**config.mk**
```make
export PLATFORM = sky130hd
export DESIGN_NAME = usb_tx_sequencer_flat
export DESIGN_NICKNAME = d
export VERILOG_FILES = /design/src/rtl/usb_tx_sequencer_if.sv /design/src/rtl/usb_tx_sequencer.sv /design/src/flat_wrapper.sv
export SDC_FILE = /design/constraint.sdc
export NUM_CORES = 1
export LEC_CHECK = 0
export CAP_MARGIN = 20
export CORE_MARGIN = 8
export CORE_UTILIZATION = 40
export CTS_BUF_LIST = sky130_fd_sc_hd__clkbuf_16
export CTS_CLUSTER_SIZE = 12
export DETAILED_ROUTE_END_ITERATION = 12
export PLACE_DENSITY = 0.75
export SKIP_LAST_GASP = 1
export SLEW_MARGIN = 20
export SYNTH_ARGS = -nofsm -noshare
export SYNTH_HDL_FRONTEND = slang
export SYNTH_SLANG_ARGS = --single-unit
```
**constraint.sdc**
```tcl
create_clock -name clk -period 5.3 [get_ports clk]
set_input_delay 1.06 -clock clk [delete_from_list [all_inputs] [get_ports clk]]
set_output_delay 1.06 -clock clk [all_outputs]
set_load 0.02 [all_outputs]
```
**src/rtl/usb_tx_sequencer_if.sv**
```systemverilog
`default_nettype none
// ============================================================================
// Module      : usb_tx_sequencer_if
// Description : Signal bundle between the USB TX sequencer and its
//               environment (packet buffer, CRC16 unit, bit stuffer).
//               master = environment side, slave = sequencer side.
// Revision    : 1.0 - initial release
// ============================================================================
interface usb_tx_sequencer_if;
  // bit timing from the clock divider / bit stuffer
  logic       bit_tick;
  logic       stuff_stall;
  // packet request
  logic       tx_start;
  logic [3:0] tx_pid;
  logic       tx_has_data;
  // data byte source
  logic [7:0] data_byte;
  logic       data_valid;
  logic       data_last;
  logic       data_ready;
  // CRC16 unit control and return path
  logic       crc_bit_in;
  logic       crc_new_bit;
  logic       crc_reset;
  logic       crc_calc;
  logic       crc_send;
  logic       crc_serial;
  // serial stream to the bit stuffer and status
  logic       tx_bit;
  logic       tx_bit_valid;
  logic       tx_eop;
  logic       tx_busy;
  logic       tx_done;
  logic       tx_error;

  modport master (
    output bit_tick, stuff_stall, tx_start, tx_pid, tx_has_data,
           data_byte, data_valid, data_last, crc_send, crc_serial,
    input  data_ready, crc_bit_in, crc_new_bit, crc_reset, crc_calc,
           tx_bit, tx_bit_valid, tx_eop, tx_busy, tx_done, tx_error
  );

  modport slave (
    input  bit_tick, stuff_stall, tx_start, tx_pid, tx_has_data,
           data_byte, data_valid, data_last, crc_send, crc_serial,
    output data_ready, crc_bit_in, crc_new_bit, crc_reset, crc_calc,
           tx_bit, tx_bit_valid, tx_eop, tx_busy, tx_done, tx_error
  );
endinterface
`default_nettype wire

```
**src/rtl/usb_tx_sequencer.sv**
```systemverilog
`default_nettype none
// ============================================================================
// Module      : usb_tx_sequencer
// Description : USB transmit packet sequencer. Serialises SYNC, PID, data
//               bytes, CRC16 and EOP into one LSB-first bit stream for the
//               bit stuffer, and drives the CRC16 unit's control inputs.
//               Optional macro USB_TX_SEQ_SYNC_EN: when defined, the SYNC
//               byte (0x80) is generated here ahead of the PID; otherwise
//               SYNC is left to the downstream logic.
// Revision    : 1.0 - initial release
// ============================================================================
module usb_tx_sequencer #(
  parameter int CRC_WAIT_MAX = 32   // 1..63 cycles from crc_calc to crc_send
) (
  input  logic              clk,
  input  logic              n_rst,
  usb_tx_sequencer_if.slave bus
);

  typedef enum logic [2:0] {
    S_IDLE     = 3'd0,
    S_SYNC     = 3'd1,
    S_PID      = 3'd2,
    S_DATA     = 3'd3,
    S_CRC_WAIT = 3'd4,
    S_CRC_OUT  = 3'd5,
    S_EOP      = 3'd6,
    S_DONE     = 3'd7
  } state_t;

  localparam logic [5:0] c_wait_last = 6'(CRC_WAIT_MAX - 1);
`ifdef USB_TX_SEQ_SYNC_EN
  localparam logic [7:0] c_sync = 8'h80;
`endif

  state_t     r_state, w_next;
  logic [7:0] r_shift;
  logic [2:0] r_bit_cnt;
  logic [3:0] r_pid;
  logic       r_has_data;
  logic       r_have_byte;   // a data byte is loaded and still being shifted
  logic       r_last;        // loaded byte is the final one
  logic       r_gap;         // one etick already passed without a byte
  logic       r_error;
  logic       r_crc_reset;
  logic [5:0] r_wait_cnt;
  logic [3:0] r_crc_cnt;
  logic [1:0] r_eop_cnt;

  logic w_start, w_etick, w_shift_state, w_emit, w_byte_end;
  logic w_load, w_miss, w_timeout, w_tx_bit;

  assign w_start       = (r_state == S_IDLE) && bus.tx_start;
  // The stuffer cannot stall the line while SE0/J is being driven.
  assign w_etick       = (r_state == S_EOP) ? bus.bit_tick
                                            : (bus.bit_tick & ~bus.stuff_stall);
  assign w_shift_state = (r_state == S_SYNC) || (r_state == S_PID) ||
                         ((r_state == S_DATA) && r_have_byte);
  // No bit in the CRC reset cycle so the CRC unit never sees a bit early.
  assign w_emit        = w_etick & ~r_crc_reset &
                         (w_shift_state | (r_state == S_CRC_OUT));
  assign w_byte_end    = w_emit & w_shift_state & (r_bit_cnt == 3'd7);
  assign w_load        = (r_state == S_DATA) & ~r_have_byte & bus.data_valid;
  assign w_miss        = (r_state == S_DATA) & ~r_have_byte & ~bus.data_valid & w_etick;
  assign w_timeout     = (r_state == S_CRC_WAIT) & ~bus.crc_send &
                         (r_wait_cnt >= c_wait_last);
  assign w_tx_bit      = w_shift_state            ? r_shift[0]     :
                         (r_state == S_CRC_OUT)   ? bus.crc_serial : 1'b0;

  assign bus.tx_bit       = w_tx_bit;
  assign bus.tx_bit_valid = w_emit;
  assign bus.data_ready   = w_load;
  assign bus.crc_new_bit  = w_emit & (r_state == S_DATA);
  assign bus.crc_bit_in   = (r_state == S_DATA) ? w_tx_bit : 1'b0;
  assign bus.crc_reset    = r_crc_reset;
  assign bus.crc_calc     = (r_state == S_CRC_WAIT) || (r_state == S_CRC_OUT);
  assign bus.tx_eop       = (r_state == S_EOP) && (r_eop_cnt != 2'd2);
  assign bus.tx_busy      = (r_state != S_IDLE) && (r_state != S_DONE);
  assign bus.tx_done      = (r_state == S_DONE);
  assign bus.tx_error     = r_error;

  // State register.
  always_ff @(posedge clk or negedge n_rst) begin
    if (!n_rst) r_state <= S_IDLE;
    else        r_state <= w_next;
  end

  // Next-state logic.
  always_comb begin
    w_next = r_state;
    case (r_state)
      S_IDLE: begin
        if (bus.tx_start) begin
`ifdef USB_TX_SEQ_SYNC_EN
          w_next = S_SYNC;
`else
          w_next = S_PID;
`endif
        end
      end
      S_SYNC:     if (w_byte_end) w_next = S_PID;
      S_PID:      if (w_byte_end) w_next = r_has_data ? S_DATA : S_EOP;
      S_DATA: begin
        if (w_miss && r_gap)              w_next = S_EOP;
        else if (w_byte_end && r_last)    w_next = S_CRC_WAIT;
      end
      S_CRC_WAIT: begin
        if (bus.crc_send)                 w_next = S_CRC_OUT;
        else if (w_timeout)               w_next = S_EOP;
      end
      S_CRC_OUT:  if (w_emit && (r_crc_cnt == 4'd15)) w_next = S_EOP;
      S_EOP:      if (w_etick && (r_eop_cnt == 2'd2)) w_next = S_DONE;
      S_DONE:     w_next = S_IDLE;
      default:    w_next = S_IDLE;
    endcase
  end

  // Packet capture, shift register, byte loading and error flag.
  always_ff @(posedge clk or negedge n_rst) begin
    if (!n_rst) begin
      r_shift     <= 8'h00;
      r_bit_cnt   <= 3'd0;
      r_pid       <= 4'h0;
      r_has_data  <= 1'b0;
      r_have_byte <= 1'b0;
      r_last      <= 1'b0;
      r_gap       <= 1'b0;
      r_error     <= 1'b0;
      r_crc_reset <= 1'b0;
    end else begin
      r_crc_reset <= w_start;
      if (w_start) begin
        r_pid       <= bus.tx_pid;
        r_has_data  <= bus.tx_has_data;
        r_error     <= 1'b0;
        r_bit_cnt   <= 3'd0;
        r_have_byte <= 1'b0;
        r_gap       <= 1'b0;
`ifdef USB_TX_SEQ_SYNC_EN
        r_shift     <= c_sync;
`else
        r_shift     <= {~bus.tx_pid, bus.tx_pid};
`endif
      end else if (w_load) begin
        r_shift     <= bus.data_byte;
        r_last      <= bus.data_last;
        r_have_byte <= 1'b1;
        r_gap       <= 1'b0;
        r_bit_cnt   <= 3'd0;
      end else if (w_emit && w_shift_state) begin
        r_bit_cnt <= r_bit_cnt + 3'd1;
        if (w_byte_end) begin
          r_have_byte <= 1'b0;
          r_shift     <= (r_state == S_SYNC) ? {~r_pid, r_pid} : (r_shift >> 1);
        end else begin
          r_shift     <= r_shift >> 1;
        end
      end
      // First missed etick is a tolerated gap, the second aborts the packet.
      if (w_miss) begin
        r_gap <= 1'b1;
        if (r_gap) r_error <= 1'b1;
      end
      if (w_timeout) r_error <= 1'b1;
    end
  end

  // Per-state counters; each clears whenever its state is not active.
  always_ff @(posedge clk or negedge n_rst) begin
    if (!n_rst) begin
      r_wait_cnt <= 6'd0;
      r_crc_cnt  <= 4'd0;
      r_eop_cnt  <= 2'd0;
    end else begin
      if (r_state != S_CRC_WAIT)     r_wait_cnt <= 6'd0;
      else if (r_wait_cnt != 6'h3F)  r_wait_cnt <= r_wait_cnt + 6'd1;

      if (r_state != S_CRC_OUT)      r_crc_cnt <= 4'd0;
      else if (w_emit)               r_crc_cnt <= r_crc_cnt + 4'd1;

      if (r_state != S_EOP)          r_eop_cnt <= 2'd0;
      else if (w_etick)              r_eop_cnt <= r_eop_cnt + 2'd1;
    end
  end

endmodule
`default_nettype wire
```
**src/flat_wrapper.sv**
```systemverilog
// flat-port wrapper written by rule: the top's interface ports become plain ports
module usb_tx_sequencer_flat 
#(
  parameter int CRC_WAIT_MAX = 32                                            
)
  (clk, n_rst, bus_bit_tick, bus_stuff_stall, bus_tx_start, bus_tx_pid, bus_tx_has_data, bus_data_byte, bus_data_valid, bus_data_last, bus_crc_send, bus_crc_serial, bus_data_ready, bus_crc_bit_in, bus_crc_new_bit, bus_crc_reset, bus_crc_calc, bus_tx_bit, bus_tx_bit_valid, bus_tx_eop, bus_tx_busy, bus_tx_done, bus_tx_error);
  usb_tx_sequencer_if bus_i ();
  input  logic clk;
  input  logic n_rst;
  input wire logic [$bits(bus_i.bit_tick)-1:0] bus_bit_tick;
  input wire logic [$bits(bus_i.stuff_stall)-1:0] bus_stuff_stall;
  input wire logic [$bits(bus_i.tx_start)-1:0] bus_tx_start;
  input wire logic [$bits(bus_i.tx_pid)-1:0] bus_tx_pid;
  input wire logic [$bits(bus_i.tx_has_data)-1:0] bus_tx_has_data;
  input wire logic [$bits(bus_i.data_byte)-1:0] bus_data_byte;
  input wire logic [$bits(bus_i.data_valid)-1:0] bus_data_valid;
  input wire logic [$bits(bus_i.data_last)-1:0] bus_data_last;
  input wire logic [$bits(bus_i.crc_send)-1:0] bus_crc_send;
  input wire logic [$bits(bus_i.crc_serial)-1:0] bus_crc_serial;
  output wire logic [$bits(bus_i.data_ready)-1:0] bus_data_ready;
  output wire logic [$bits(bus_i.crc_bit_in)-1:0] bus_crc_bit_in;
  output wire logic [$bits(bus_i.crc_new_bit)-1:0] bus_crc_new_bit;
  output wire logic [$bits(bus_i.crc_reset)-1:0] bus_crc_reset;
  output wire logic [$bits(bus_i.crc_calc)-1:0] bus_crc_calc;
  output wire logic [$bits(bus_i.tx_bit)-1:0] bus_tx_bit;
  output wire logic [$bits(bus_i.tx_bit_valid)-1:0] bus_tx_bit_valid;
  output wire logic [$bits(bus_i.tx_eop)-1:0] bus_tx_eop;
  output wire logic [$bits(bus_i.tx_busy)-1:0] bus_tx_busy;
  output wire logic [$bits(bus_i.tx_done)-1:0] bus_tx_done;
  output wire logic [$bits(bus_i.tx_error)-1:0] bus_tx_error;
  assign bus_i.bit_tick = bus_bit_tick;
  assign bus_i.stuff_stall = bus_stuff_stall;
  assign bus_i.tx_start = bus_tx_start;
  assign bus_i.tx_pid = bus_tx_pid;
  assign bus_i.tx_has_data = bus_tx_has_data;
  assign bus_i.data_byte = bus_data_byte;
  assign bus_i.data_valid = bus_data_valid;
  assign bus_i.data_last = bus_data_last;
  assign bus_i.crc_send = bus_crc_send;
  assign bus_i.crc_serial = bus_crc_serial;
  assign bus_data_ready = bus_i.data_ready;
  assign bus_crc_bit_in = bus_i.crc_bit_in;
  assign bus_crc_new_bit = bus_i.crc_new_bit;
  assign bus_crc_reset = bus_i.crc_reset;
  assign bus_crc_calc = bus_i.crc_calc;
  assign bus_tx_bit = bus_i.tx_bit;
  assign bus_tx_bit_valid = bus_i.tx_bit_valid;
  assign bus_tx_eop = bus_i.tx_eop;
  assign bus_tx_busy = bus_i.tx_busy;
  assign bus_tx_done = bus_i.tx_done;
  assign bus_tx_error = bus_i.tx_error;
  usb_tx_sequencer #(.CRC_WAIT_MAX(CRC_WAIT_MAX)) u_core (.clk(clk), .n_rst(n_rst), .bus(bus_i));
endmodule
```
### Word-level counts from Yosys, hierarchy flattened

Cells that the tools add are included.

* register bits: 36
* input port bits: 22
* output and inout bits: 11
* logic and storage cells: 125

* add/subtract/negate cells: 4
* order comparisons: 1
* eq/ne operators: 23
* muxes and demuxes: 40
* bitwise gates (word level): 21
* reductions and logical operators: 23

Operator list (count)
* 2-to-1 mux 8 bit: 5
* 2-to-1 mux 3 bit: 13
* case mux 3 bit (8 select lines): 1
* == test 3 bit, second input constant: 5
* 2-to-1 mux 1 bit: 15
* != test 3 bit, second input constant: 5
* bitwise AND 1 bit: 12
* 2-to-1 mux 6 bit: 2
* nonzero test 3 bit: 4
* logical AND 1 bit: 9
* 2-to-1 mux 4 bit: 2
* != test 2 bit, second input constant: 4
* inverter 4 bit: 2
* AND reduction 7 bit: 1
* adder 6 x 1 -> 6 bit, second input constant: 1
* == test 3 x 2 -> 1 bit, second input constant: 2
* >= comparator 6 x 5 -> 1 bit, second input constant: 1
* != test 6 bit, second input constant: 1
* inverter 1 bit: 6
* nonzero test 2 bit: 3
* adder 4 x 1 -> 4 bit, second input constant: 1
* == test 4 bit, second input constant: 1
* 2-to-1 mux 2 bit: 2
* != test 2 x 1 -> 1 bit, second input constant: 2
* 9 further kinds: 12

### Logic depth before layout (Yosys ltp)

* depth after elaboration: 11
* gate-level depth with buffers: 8

### Worst setup path before layout

OpenSTA, ideal clock, no wires.

* kind: input port to output port
* from: in bus_bit_tick
* to: out bus_crc_new_bit
* arrival: 1865 ps
* data required time: 4240 ps
* slack: 2375 ps
* stages: 3
* path through: nand2b_1 -> a211oi_1 -> and3_1

* longest elaborated chain between the ends: 5

Ends and longest elaborated chain
* start, declared: RTL line flat_wrapper.sv:10 `input wire logic [$bits(bus_i.bit_tick)-1:0] bus_bit_tick;`
* bitwise AND 1 bit: RTL line usb_tx_sequencer.sv:56 `: (bus.bit_tick & ~bus.stuff_stall);`
* 2-to-1 mux 1 bit (*): RTL line usb_tx_sequencer.sv:55 `assign w_etick = (r_state == S_EOP) ? bus.bit_tick`
* bitwise AND 1 bit (*) (2 in a row): RTL line usb_tx_sequencer.sv:60 `assign w_emit = w_etick & ~r_crc_reset &`
* bitwise AND 1 bit (*): RTL line usb_tx_sequencer.sv:73 `assign bus.crc_new_bit = w_emit & (r_state == S_DATA);`
* end, declared: RTL line flat_wrapper.sv:22 `output wire logic [$bits(bus_i.crc_new_bit)-1:0] bus_crc_new_bit;`

Mark *: on every way between the ends. The rest lies on a longest branch, timed or not.

### Worst setup path after layout

Ends and elaborated chain as after synthesis.

==> results.md <==
- Cell Pwr Density: 510 nW/µm²
- RSZ-0062 raised after global routing: no
- Antenna violations before repair: 0
- YS warnings: 0
- Sink Count: 36
- Period minus WS final: 4.27 ns
- Setup TNS: 0 ns
- CTS tree: built
- Most used DFF post-synth: dfrtp_1
- Syn_area_per_cell: a little over 9 µm²
- GRT Residual Overflow: 0
- Core area: 5010 µm²
- WS Path Type: input port to output pin
- Status: completed
- Part of the cycle the worst path needs: 80.6%
- Nets: 280
- DP Area: 2410 µm²
- Design Power: 1.31 mW
- # rows: 26
- Setup crit end kind: output pin
- Cells resized by post-CTS repair: 0
- Max Freq: 234 MHz
- Library cells used by synthesis: 47
- Vias in the first global route: approximately 1800
- Worst Path Arrival: 3.21 ns
- DRT antenna net count: 0
- Post-synthesis cell area: 2040 µm²
- Antenna diodes: 0
- Routed length per placed instance: 14.6 µm
- Post-synthesis compound-gate area fraction: 16.6%
- Max Cap Violations: 0
- PortBufs: 32
- Clock Skews: 0.00652 ns
- DIE HEIGHT: 87.4 µm
- Setup Viol. Count Final: 0
- Vias post-DR: 1730
- Fraction of registers with async set/reset: 100%
- WL final: 4720 µm
- Seq/Total Area, Yosys: 44.2%
- CTS Buf Count: 5
- Synth Area in Adders: 3.07%
- Mux contribution to synthesized area: 6.26%
- Clock H-tree levels: 2
- Final Hold Vio Count: 0
- Syn Nets: 249
- Layout Cells excl Fill: 324
- Largest net degree at the start of global routing: 37
- Initial Util: 40.7%
- Critical Path Fanout Max: 6
- Clock Tree Buf Depth: 2
- Area added between synthesis and finish: 26.3%
- Io pins: 33
- Hold slack: between 0.4 and 0.5 ns
- Die Wd: between 80 and 90 µm
- EDFF count, synth: 0
- Post-CTS Setup Bufs: 0
- DRT Pass-1 Iters: 4
- Final core utilization: 51.4%
- Required @ worst endpoint: between 4 and 5 ns
- GPL Wtd Cong: 0.798
- Root Driver: clkbuf_16
- Simple-Gate Fraction of Synth Area: 23.1%
- Xor and xnor area share after synthesis: 3.01%
- Vias per cell: about 5.3
- Final instance area: roughly 2600 µm²
- Largest family of logic cells by synthesized area: simple AND/OR/NAND/NOR gates
- DP HPWL: 3580 µm
- Pre-CTS setup slack: 1.02 ns
- Dpl cells: 316
- #FFs+latches synth: 36
- Gr usage total: 13.4%
- Clk slew on worst S/H paths: roughly 0.05 ns
- Hold bufs inserted after CTS: 0
- Max IR drop VDD: 0.276 mV
- Slew HR: 27.9%
- Worst hold path type: register to register
- Cells after Synth: 222
- Crit start category: input port
- Worst-margin pin slew: 1.08 ns
- Fin worst setup slack: around 1.0 ns
- Initial DRC count: between 90 and 100
- Worst-Skew Late Latency: 0.28 ns
- Die Area: 7640 µm²
- P_leak: 1.17 nW
- Final Slew Violations: 0
- # DRC: 0
- Layout cells sized above 1: 5.91%
- First-pass GRT wire length: 8100 µm
sequential cells by signal (all words and copies together) (netlist names), 2 cells and up:
| signal | flops |
|---|---|
| u_core.r_wait_cnt | 6 |
| u_core.r_shift | 8 |
| u_core.r_crc_cnt | 4 |
| u_core.r_bit_cnt | 3 |
| u_core.r_eop_cnt | 2 |
| u_core.r_pid | 4 |
| u_core.r_state | 3 |
kinds of logic (layout without fill, tap and decap cells):
logic type / after synthesis / in the layout
AND/OR/NAND/NOR: 98 / 98
AO/OA/AOI/OAI: 46 / 46
flip-flops: 36 / 36
buffers and inverters: 18 / 50
multiplexers: 12 / 12
XOR/XNOR: 7 / 7
adder cells (fa/ha/maj): 5 / 5
layout make-up:
class | instances | area [µm²]
clock buffers | 5 | 125
multi-input cells | 168 | 1060
inverters | 9 | 33.8
clock inverters | 3 | 37.5
repair buffers | 33 | 328
well taps | 70 | 87.6
flip-flops and latches | 36 | 901
fillers | 496 | 2440
cell usage after synthesis (all sizes together), types with 2 or more instances:
cell	n	area, µm²
nor2b	3	18.8
nand2	34	128
o2111ai	3	26.3
xor2	2	17.5
nand3b	2	15.0
clkbuf	7	26.3
and3	7	43.8
inv	8	30.0
ha	5	62.6
and2	2	12.5
dfrtp	36	901
o21ai	10	50.1
buf	2	16.3
mux2	3	37.5
o21a	4	30.0
nor3b	4	30.0
a21o	2	15.0
nor3	6	30.0
a22o	3	26.3
mux2i	9	90.1
nor2	24	90.1
a22oi	3	22.5
a21oi	6	30.0
xnor2	5	43.8
nand3	6	30.0
nand2b	3	18.8
a31oi	5	31.3
layout by cell type, fill, tap and decap left out, types with 6 or more instances in the layout:
cell / count
dfrtp_1: 36
nand2_1: 34
clkdlybuf4s50_1: 32
nor2_1: 24
o21ai_0: 10
mux2i_1: 9
inv_1: 8
and3_1: 7
nand3_1: 6
nor3_1: 6
a21oi_1: 6
routing by layer:
metal / share of wire (%) / GRT usage [%]
met4: 1.1 / 4.69
met1: 44 / 16.0
met3: 3.6 / 3.30
met2: 52 / 22.7
met5: 0 / 0
worst max-delay path, stage by stage:
cell and delay [ns]:
clkdlybuf4s50_1 0.59, nand2b_1 0.12, a211oi_1 0.58, and3_1 0.25, clkdlybuf4s50_1 0.60
final timing paths:
check | from | end | slack, ns | depth (start not counted)
worst max-delay path | bus_bit_tick | bus_crc_new_bit | 1.03 | 5
worst min-delay path | u_core.r_shift[1]$_DFFE_PN0P_ | u_core.r_shift[1]$_DFFE_PN0P_ | 0.49 | 2
worst max register to register | u_core.r_state[2]$_DFFE_PN0P_ | u_core.r_state[0]$_DFFE_PN0P_ | 2.76 | 5
worst min register to register | u_core.r_shift[1]$_DFFE_PN0P_ | u_core.r_shift[1]$_DFFE_PN0P_ | 0.49 | 2
max in group asynchronous | n_rst | u_core.r_bit_cnt[0]$_DFFE_PN0P_ | 3.77 | 2
min in group asynchronous | n_rst | u_core.r_eop_cnt[1]$_DFFE_PN0P_ | 1.21 | 2
power by group:
group	switching [mW]	internal (mW)
Combinational	0.267	0.254
Clock	0.105	0.218
Sequential	0.106	0.364
Total	0.478	0.836
Note: power is estimated with default switching activity, not from simulation.
